--- src/rtl/nsn_pkg.sv ---
// Shared types and constants for the nibble-serial negator.
package nsn_pkg;

  typedef enum logic [1:0] {
    StIdle,
    StRun,
    StDone
  } nsn_state_e;

  localparam logic OP_NEG = 1'b0;
  localparam logic OP_ABS = 1'b1;

  // Number of 4-bit slices in a WIDTH-bit operand.
  function automatic int unsigned NIB_OF(input int unsigned width);
    return width / 4;
  endfunction

endpackage

--- src/rtl/four_bit_rca.sv ---
// Four-bit ripple-carry adder stage.
module four_bit_rca (
  input  logic [3:0] A,
  input  logic [3:0] B,
  input  logic       Cin,
  output logic [3:0] S,
  output logic       Cout
);

  assign {Cout, S} = 5'(A) + 5'(B) + 5'(Cin);

endmodule

--- src/rtl/nibble_serial_negator.sv ---
// Nibble-serial two's-complement NEG / ABS unit built around a single four_bit_rca.
// Each RUN cycle conditions one operand nibble, adds the registered carry, and
// writes the sum into the matching nibble of the working result.
module nibble_serial_negator
  import nsn_pkg::*;
#(
  parameter int unsigned WIDTH = 16
) (
  input  logic             clk,
  input  logic             rst_n,
  input  logic             in_valid,
  output logic             in_ready,
  input  logic [WIDTH-1:0] in_data,
  input  logic             in_op,
  output logic             out_valid,
  input  logic             out_ready,
  output logic [WIDTH-1:0] out_data,
  output logic             out_ovf
);

  localparam int unsigned NIB  = NIB_OF(WIDTH);
  localparam int unsigned CntW = (NIB > 1) ? $clog2(NIB) : 1;
  localparam logic [CntW-1:0] LastCnt = CntW'(NIB - 1);

  nsn_state_e       state_q;
  logic [WIDTH-1:0] opnd_q;
  logic [WIDTH-1:0] res_q;
  logic [WIDTH-1:0] res_d;
  logic [WIDTH-1:0] out_data_q;
  logic [CntW-1:0]  cnt_q;
  logic             inv_q;
  logic             carry_q;
  logic             in_ready_q;
  logic             out_valid_q;
  logic             out_ovf_q;

  logic             inv_in;
  logic [3:0]       slice_a;
  logic [3:0]       slice_s;
  logic             slice_cout;

  // Per-transaction inversion flag: NEG always inverts, ABS only for negative operands.
  always_comb begin
    inv_in = 1'b1;
    unique case (in_op)
      OP_NEG:  inv_in = 1'b1;
      OP_ABS:  inv_in = in_data[WIDTH-1];
      default: inv_in = 1'b1;
    endcase
  end

  // Condition the current nibble and splice the slice sum into the working result.
  always_comb begin
    slice_a = opnd_q[{cnt_q, 2'b00} +: 4] ^ {4{inv_q}};
    res_d   = res_q;
    res_d[{cnt_q, 2'b00} +: 4] = slice_s;
  end

  four_bit_rca u_rca (
    .A    (slice_a),
    .B    (4'b0000),
    .Cin  (carry_q),
    .S    (slice_s),
    .Cout (slice_cout)
  );

  // Control FSM with registered handshake and result outputs.
  always_ff @(posedge clk) begin
    if (!rst_n) begin
      state_q     <= StIdle;
      opnd_q      <= '0;
      res_q       <= '0;
      out_data_q  <= '0;
      cnt_q       <= '0;
      inv_q       <= 1'b0;
      carry_q     <= 1'b0;
      in_ready_q  <= 1'b1;
      out_valid_q <= 1'b0;
      out_ovf_q   <= 1'b0;
    end else begin
      unique case (state_q)
        StIdle: begin
          if (in_valid) begin
            opnd_q     <= in_data;
            inv_q      <= inv_in;
            carry_q    <= inv_in;
            cnt_q      <= '0;
            in_ready_q <= 1'b0;
            state_q    <= StRun;
          end
        end
        StRun: begin
          res_q <= res_d;
          if (cnt_q == LastCnt) begin
            // Final carry-out is meaningless for negation and is dropped.
            carry_q     <= 1'b0;
            cnt_q       <= '0;
            out_data_q  <= res_d;
            out_ovf_q   <= inv_q & opnd_q[WIDTH-1] & slice_s[3];
            out_valid_q <= 1'b1;
            state_q     <= StDone;
          end else begin
            carry_q <= slice_cout;
            cnt_q   <= cnt_q + 1'b1;
          end
        end
        StDone: begin
          if (out_ready) begin
            out_valid_q <= 1'b0;
            in_ready_q  <= 1'b1;
            state_q     <= StIdle;
          end
        end
        default: begin
          state_q     <= StIdle;
          in_ready_q  <= 1'b1;
          out_valid_q <= 1'b0;
        end
      endcase
    end
  end

  assign in_ready  = in_ready_q;
  assign out_valid = out_valid_q;
  assign out_data  = out_data_q;
  assign out_ovf   = out_ovf_q;

endmodule
--- config.mk ---
export PLATFORM = sky130hd
export DESIGN_NAME = nibble_serial_negator
export DESIGN_NICKNAME = d
export VERILOG_FILES = /design/src/rtl/nsn_pkg.sv /design/src/rtl/four_bit_rca.sv /design/src/rtl/nibble_serial_negator.sv
export SDC_FILE = /design/constraint.sdc
export NUM_CORES = 1
export LEC_CHECK = 0
export CORE_UTILIZATION = 47
export DETAILED_ROUTE_END_ITERATION = 7
export HOLD_SLACK_MARGIN = 0.06
export PLACE_DENSITY_LB_ADDON = 0.2
export SLEW_MARGIN = 20
export SYNTH_ARGS = -nofsm -noshare
export SYNTH_HDL_FRONTEND = slang
export SYNTH_SLANG_ARGS = --single-unit
--- constraint.sdc ---
create_clock -name clk -period 2.8 [get_ports clk]
set_input_delay 0.28 -clock clk [delete_from_list [all_inputs] [get_ports clk]]
set_output_delay 0.28 -clock clk [all_outputs]
set_load 0.05 [all_outputs]
==> Word-level counts from Yosys, hierarchy flattened <==
Cells that the tools add are included.
{ "totals": {"ff_bits": 57, "inputBits": 21, "out_inout_bits": 19} }
{ "op_classes": {"n_addsub": 3, "eq_ne": 6, "n_shift": 3, "muxes": 18, "n_bitwise": 6, "reduce_logical": 8} }
{ "ops": {"columns": ["op", "n"], "rows": [
  ["bitwise mux 16 bit", 1],
  ["variable shift 4 x 6 -> 16 bit, first input constant", 1],
  ["variable part select 16 x 5 -> 4 bit", 1],
  ["variable part select 4 x 6 -> 16 bit", 1],
  ["two-way mux 2 bit", 5],
  ["AND reduction 3 bit", 3],
  ["two-way mux 1 bit", 6],
  ["inequality test 2 bit, second input constant", 3],
  ["negation 4 -> 6 bit", 1],
  ["case mux 1 bit (3 select lines)", 2],
  ["case mux 2 bit (3 select lines)", 1],
  ["AND reduction 2 bit", 3],
  ["adder 4 x 1 -> 5 bit", 1],
  ["equality test 2 bit, second input constant", 2],
  ["case mux 1 bit (2 select lines)", 2],
  ["case mux 2 bit (2 select lines)", 1],
  ["XOR 4 bit", 1],
  ["NOT 1 bit", 3],
  ["adder 2 x 1 -> 2 bit, second input constant", 1],
  ["AND 1 bit", 2],
  ["equality test 2 x 1 -> 1 bit, second input constant", 1],
  ["logical NOT 2 bit", 1],
  ["nonzero test 2 bit", 1]
]} }

==> Depth between registers and ports, before layout <==
Gate-level depths: netlist (run 1).
{ "depth": {"depth_word": 5, "mapped_depth": 10, "mapped_depth_nobuf": 9} }

==> Hierarchy <==
From an unflattened synthesis (run 1), not the netlist that was laid out.
{ "unflattened": {"cells_unflattened": 306, "hier_area_um2": 2735.1} }
{ "modules_own_cells": {"columns": ["module", "n_inst", "cells_each", "area_each_um2"], "rows": [
  ["nibble_serial_negator", 1, 290, 2591.2],
  ["four_bit_rca", 1, 16, 143.9]
]} }

==> Worst setup path before layout (run 1) <==
Ideal clock, no wire load.
{ "synth_path": {"kind": "register to register", "startpoint": "reg cnt_q[0]", "endpoint": "reg out_ovf_q, in the netlist out_ovf", "setup_ns": 0.128, "arrival_time_ns": 2.348, "required_ns": 2.672, "path_slack_ns": 0.324, "stages_incl_launch_ff": 10, "synth_period_minus_slack_ns": 2.476, "path_cell_list": "dfxtp_1 buf_6 mux4_2 xnor2_1 ha_1 and2_1 a221oi_1 o21ai_2 xor2_2 o21ai_1"} }
{ "synth_between": {"elab_chain_cells": 4, "word_cells_on_any_way": 6} }
{ "synth_rtl": {"columns": ["item", "line", "rtl"], "rows": [
  ["start, declared", "nibble_serial_negator.sv:30", "logic [CntW-1:0] cnt_q;"],
  ["start signal, assigned", "nibble_serial_negator.sv:104", "cnt_q <= cnt_q + 1'b1;"],
  ["variable part select 16 x 5 -> 4 bit", "nibble_serial_negator.sv:54", "slice_a = opnd_q[{cnt_q, 2'b00} +: 4] ^ {4{inv_q}};"],
  ["XOR 4 bit", "nibble_serial_negator.sv:54", null],
  ["adder 4 x 1 -> 5 bit", "four_bit_rca.sv:10", "assign {Cout, S} = 5'(A) + 5'(B) + 5'(Cin);"],
  ["AND 1 bit", "nibble_serial_negator.sv:99", "out_ovf_q <= inv_q & opnd_q[WIDTH-1] & slice_s[3];"],
  ["end signal, assigned", "nibble_serial_negator.sv:99", null],
  ["end, declared", "nibble_serial_negator.sv:35", "logic out_ovf_q;"]
]} }
Several ways; a longest one is shown, not always the timed one.
A chain may end at the register's enable or synchronous reset.

==> Worst setup path in the final report (run 1) <==
{ "layout_path": {"startpoint": "reg cnt_q[0]", "endpoint": "reg res_q[7]"} }
{ "layout_between": {"elab_chain_cells": 5, "word_cells_on_any_way": 7} }
{ "layout_rtl": {"columns": ["item", "line", "rtl"], "rows": [
  ["variable part select 16 x 5 -> 4 bit", "nibble_serial_negator.sv:54", null],
  ["XOR 4 bit", "nibble_serial_negator.sv:54", null],
  ["adder 4 x 1 -> 5 bit", "four_bit_rca.sv:10", null],
  ["variable part select 4 x 6 -> 16 bit", "nibble_serial_negator.sv:56", "res_d[{cnt_q, 2'b00} +: 4] = slice_s;"],
  ["bitwise mux 16 bit *", "nibble_serial_negator.sv:56", null],
  ["end signal, assigned", "nibble_serial_negator.sv:93", "res_q <= res_d;"],
  ["end, declared", "nibble_serial_negator.sv:27", "logic [WIDTH-1:0] res_q;"]
]} }
Every way passes the cells marked *; elsewhere a longest branch is shown, timed or not.

==> flow_metrics.env, run 1 <==
export IMPL_io_pins=40
export IMPL_dieArea_um2=5968
export IMPL_drive_gt1_share_pct=9.913
export IMPL_insertion_delay_ns=0.34
export IMPL_power_frac_clock_pct=48.6
export IMPL_fin_setup_tns_ns=0
export IMPL_ys_ff_latch=57
export IMPL_p_int_w=0.001684
export IMPL_synth_edf_count=0
export IMPL_syn_avg_cell_area_um2=8.931
export IMPL_ir_drop_v=0.0003280
export IMPL_cts_setup_buffers=0
export IMPL_synth_ff_type="dfxtp_1"
export IMPL_final_util_pct=62.07
export IMPL_h_tree_depth=3
export IMPL_grt_antenna_before_repair=0
export IMPL_ctsLongestPathBuffers=2
export IMPL_p_seq_share_pct=39.7
export IMPL_synthCells=298
export IMPL_drt_vias_per_instance=5.581
export IMPL_grt_usage_pct=22.38
export IMPL_ff2ff_path_depth=8
export IMPL_outcome="complete, no violations"
export IMPL_die_h_um=77.25
export IMPL_critPathRequiredTime_ns=3.00
export IMPL_path_cells="mux4_2, xnor2_1, ha_1, and2_1, a221oi_1, o21ai_2, xor2_2, o21ai_1"
export IMPL_grt_max_degree=50
export IMPL_fin_crit_sh_pct=91.18
export IMPL_min_delay_path_class="reg -> reg"
export IMPL_reg2reg_slack_ns=0.25
export IMPL_worst_path_buf_inv=0
export IMPL_num_vias=2316
export IMPL_worstMarginPinSlew_ns=0.7500
export IMPL_fmaxAchievable_mhz=391.7
export IMPL_worst_setup_path_type="reg -> reg"
export IMPL_hpwl_mm=4.064
export IMPL_tritoncts="done"
export IMPL_cts_resized=0
export IMPL_routedWlPerCell_um=14.41
export IMPL_numCtsBuffers=9
export IMPL_yosysWarnings=0
export IMPL_synth_area_leaders="dfxtp_1 (43%), nand2_1 (8.2%), o211a_1 (6.0%), a21boi_0 (4.8%), ha_1 (3.8%)"
export IMPL_max_slew_margin_pct=50.00
export IMPL_critPathArrivalTime_ns=2.76
export IMPL_ys_types=42
export IMPL_hold_viol=0
export IMPL_rows=27
export IMPL_r2r_end="res_q[7]"
export IMPL_fillers=504
export IMPL_worstSetupStartpoint="cnt_q[0]"
export IMPL_syn_nets=327
export IMPL_globalRouteOverflowTotal=0
export IMPL_cp_depth=8
export IMPL_startpoint_type="flop"
export IMPL_die_w_um=77.25
export IMPL_period_needed_ns=2.553
export IMPL_switching_share_pct=22.70
export IMPL_drt_iter0_drc=120
export IMPL_num_antenna_cells=0
export IMPL_rsz0062_at_grt="no"
export IMPL_final_max_slew_viol_count=0
export IMPL_setup_violations=0
export IMPL_ant_nets=0
export IMPL_yosys_area_top_type_share_pct=42.88
export IMPL_cpPeakStageDelay_ns=0.52
export IMPL_port_buffers=39
export IMPL_drt_pass1_iterations=4
export IMPL_core_area_um2=5473
export IMPL_cp_top_family="compound AO/OA/AOI/OAI gates"
export IMPL_finalWirelength_mm=5.979
export IMPL_grt_pass1_vias=2219
export IMPL_worst_path_max_delay_cell="mux4_2"
export IMPL_final_common_cell="nand2_1"
export IMPL_r2r_start="cnt_q[0]"
export IMPL_postSynth_asyncResetShare_pct=0
export IMPL_max_cap_viol_count=0
export IMPL_area_delta_synth_final_pct=27.64
export IMPL_critPathCaptureType="flop"
export IMPL_power_density_nw_per_um2=641.3
export IMPL_path_clk_slew_ns=0.06
export IMPL_synth_top_area_cell="dfxtp_1"
export IMPL_finClkSkew_ns=0.007544
export IMPL_cts_root_buf="clkbuf_8"
export IMPL_finalWeightedCongestion=0.8387
export IMPL_power_frac_comb_pct=11.7
export IMPL_cts_num_sinks=57
export IMPL_drc=0
export IMPL_nNetsFinal=367
export IMPL_crit_fanout=9
export IMPL_hold_buffers=0
export IMPL_grt_pass1_wl_mm=10.54
export IMPL_p_switching_w=0.0004946
export IMPL_endpoint="res_q[7]"
export IMPL_synth_cell_area_um2=2661
export IMPL_final_cell_mix="nand2_1 (58), dfxtp_1 (57), clkdlybuf4s50_1 (38), a21oi_1 (19), a21boi_0 (17)"
export IMPL_start_util_pct=48.63
export IMPL_ys_seq_area_share_pct=42.88
export IMPL_leakagePower_nw=1.433
==> sequential cells by signal (all words and copies together), names as in the netlist <==
signal,cells
out_ovf,1
out_valid,1
opnd_q,16
cnt_q,2
in_ready,1
inv_q,1
res_q,16
out_data,16
carry_q,1
state_q,2
==> power by group through the flow <==
stage          logic, W  registers, W  clock network, W
2_1_floorplan  0.000162      0.000884                 0
5_1_grt        0.000284      0.000869           0.00111
3_5_place_dp   0.000254      0.000883                 0
4_1_cts        0.000256      0.000865           0.00107
3_3_place_gp   0.000250      0.000882                 0
6_report       0.000254      0.000866           0.00106
==> logic make-up (layout without fill, tap and decap cells) <==
logic type | count (synthesis) | in the layout | synth area share [%]
AOI/OAI and AO/OA | 90 | 90 | 24.45
muxes | 7 | 7 | 4.514
and+or+nand+nor | 102 | 102 | 17.91
DFF | 57 | 57 | 42.88
buffers and inverters | 29 | 74 | 4.561
xor gates and xnor gates | 5 | 5 | 1.928
adders and majority gates | 8 | 8 | 3.761
==> routing by layer <==
layer  track usage [%]  up-vias  wire [um]
met4             11.70        0        159
li1                  -     1137          -
met3             4.405       18        229
met2             33.19       54       2658
met1             30.52     1107       2932
met5                 0        -          0
==> per-stage QoR <==
stage                     instance area, um2  setup slack (ns)  total power [W]  cells  hold WS [ns]
final                                   3397            0.2471         0.002179    415        0.4738
after global routing                    3397            0.1123         0.002259    415        0.5020
after CTS                               3397            0.2137         0.002191    415        0.4750
after detailed placement                3120            0.2222         0.001137    399        0.4663
after global placement                  3120            0.3755         0.001132    399        0.4500
after floorplan                         2661            0.3238         0.001045    298        0.4249
==> how the worst min path moves through the flow <==
stage	start	end	slack, ns	depth (start not counted)
global placement	res_q[7]	res_q[7]	0.45	2
global route	opnd_q[14]	opnd_q[14]	0.50	2
floorplan	in_data[10]	opnd_q[10]	0.42	2
detailed placement	opnd_q[5]	opnd_q[5]	0.47	2
finish	out_ovf	out_ovf	0.47	2
CTS	opnd_q[5]	opnd_q[5]	0.47	2
==> worst register-to-register path, cell delays in order, from the launching register on <==
cell and delay [ns]:
dfxtp_1 0.35, mux4_2 0.52, xnor2_1 0.14, ha_1 0.23, and2_1 0.17, a221oi_1 0.38, o21ai_2 0.11, xor2_2 0.39
o21ai_1 0.14
==> cells in the mapped netlist (all sizes together) (8+ instances only) <==
cell type and number:
a21boi 17, a21oi 19, a22oi 12, clkbuf 12
dfxtp 57, ha 8, inv 10, nand2 58
nand3 12, o211a 16, o21ai 11
==> final cells by class <==
cell class / instances / area (um2) / share of cell area (%)
timing repair buffer: 48 / 452.9 / 13.33
clock inverter: 5 / 125.1 / 3.683
clock buffer: 11 / 151.4 / 4.457
sequential: 57 / 1141 / 33.59
tap: 72 / 90.09 / 2.652
multi-input combinational: 212 / 1399 / 41.18
inverter: 10 / 37.54 / 1.105
Power figures use the tool's default switching activity.
==> run 2, diff against run 1 <==
TNS_END_PERCENT = 10   (was default)
==> results of run 2 <==
No change in the layout: final DEF, timing and power equal those of run 1.
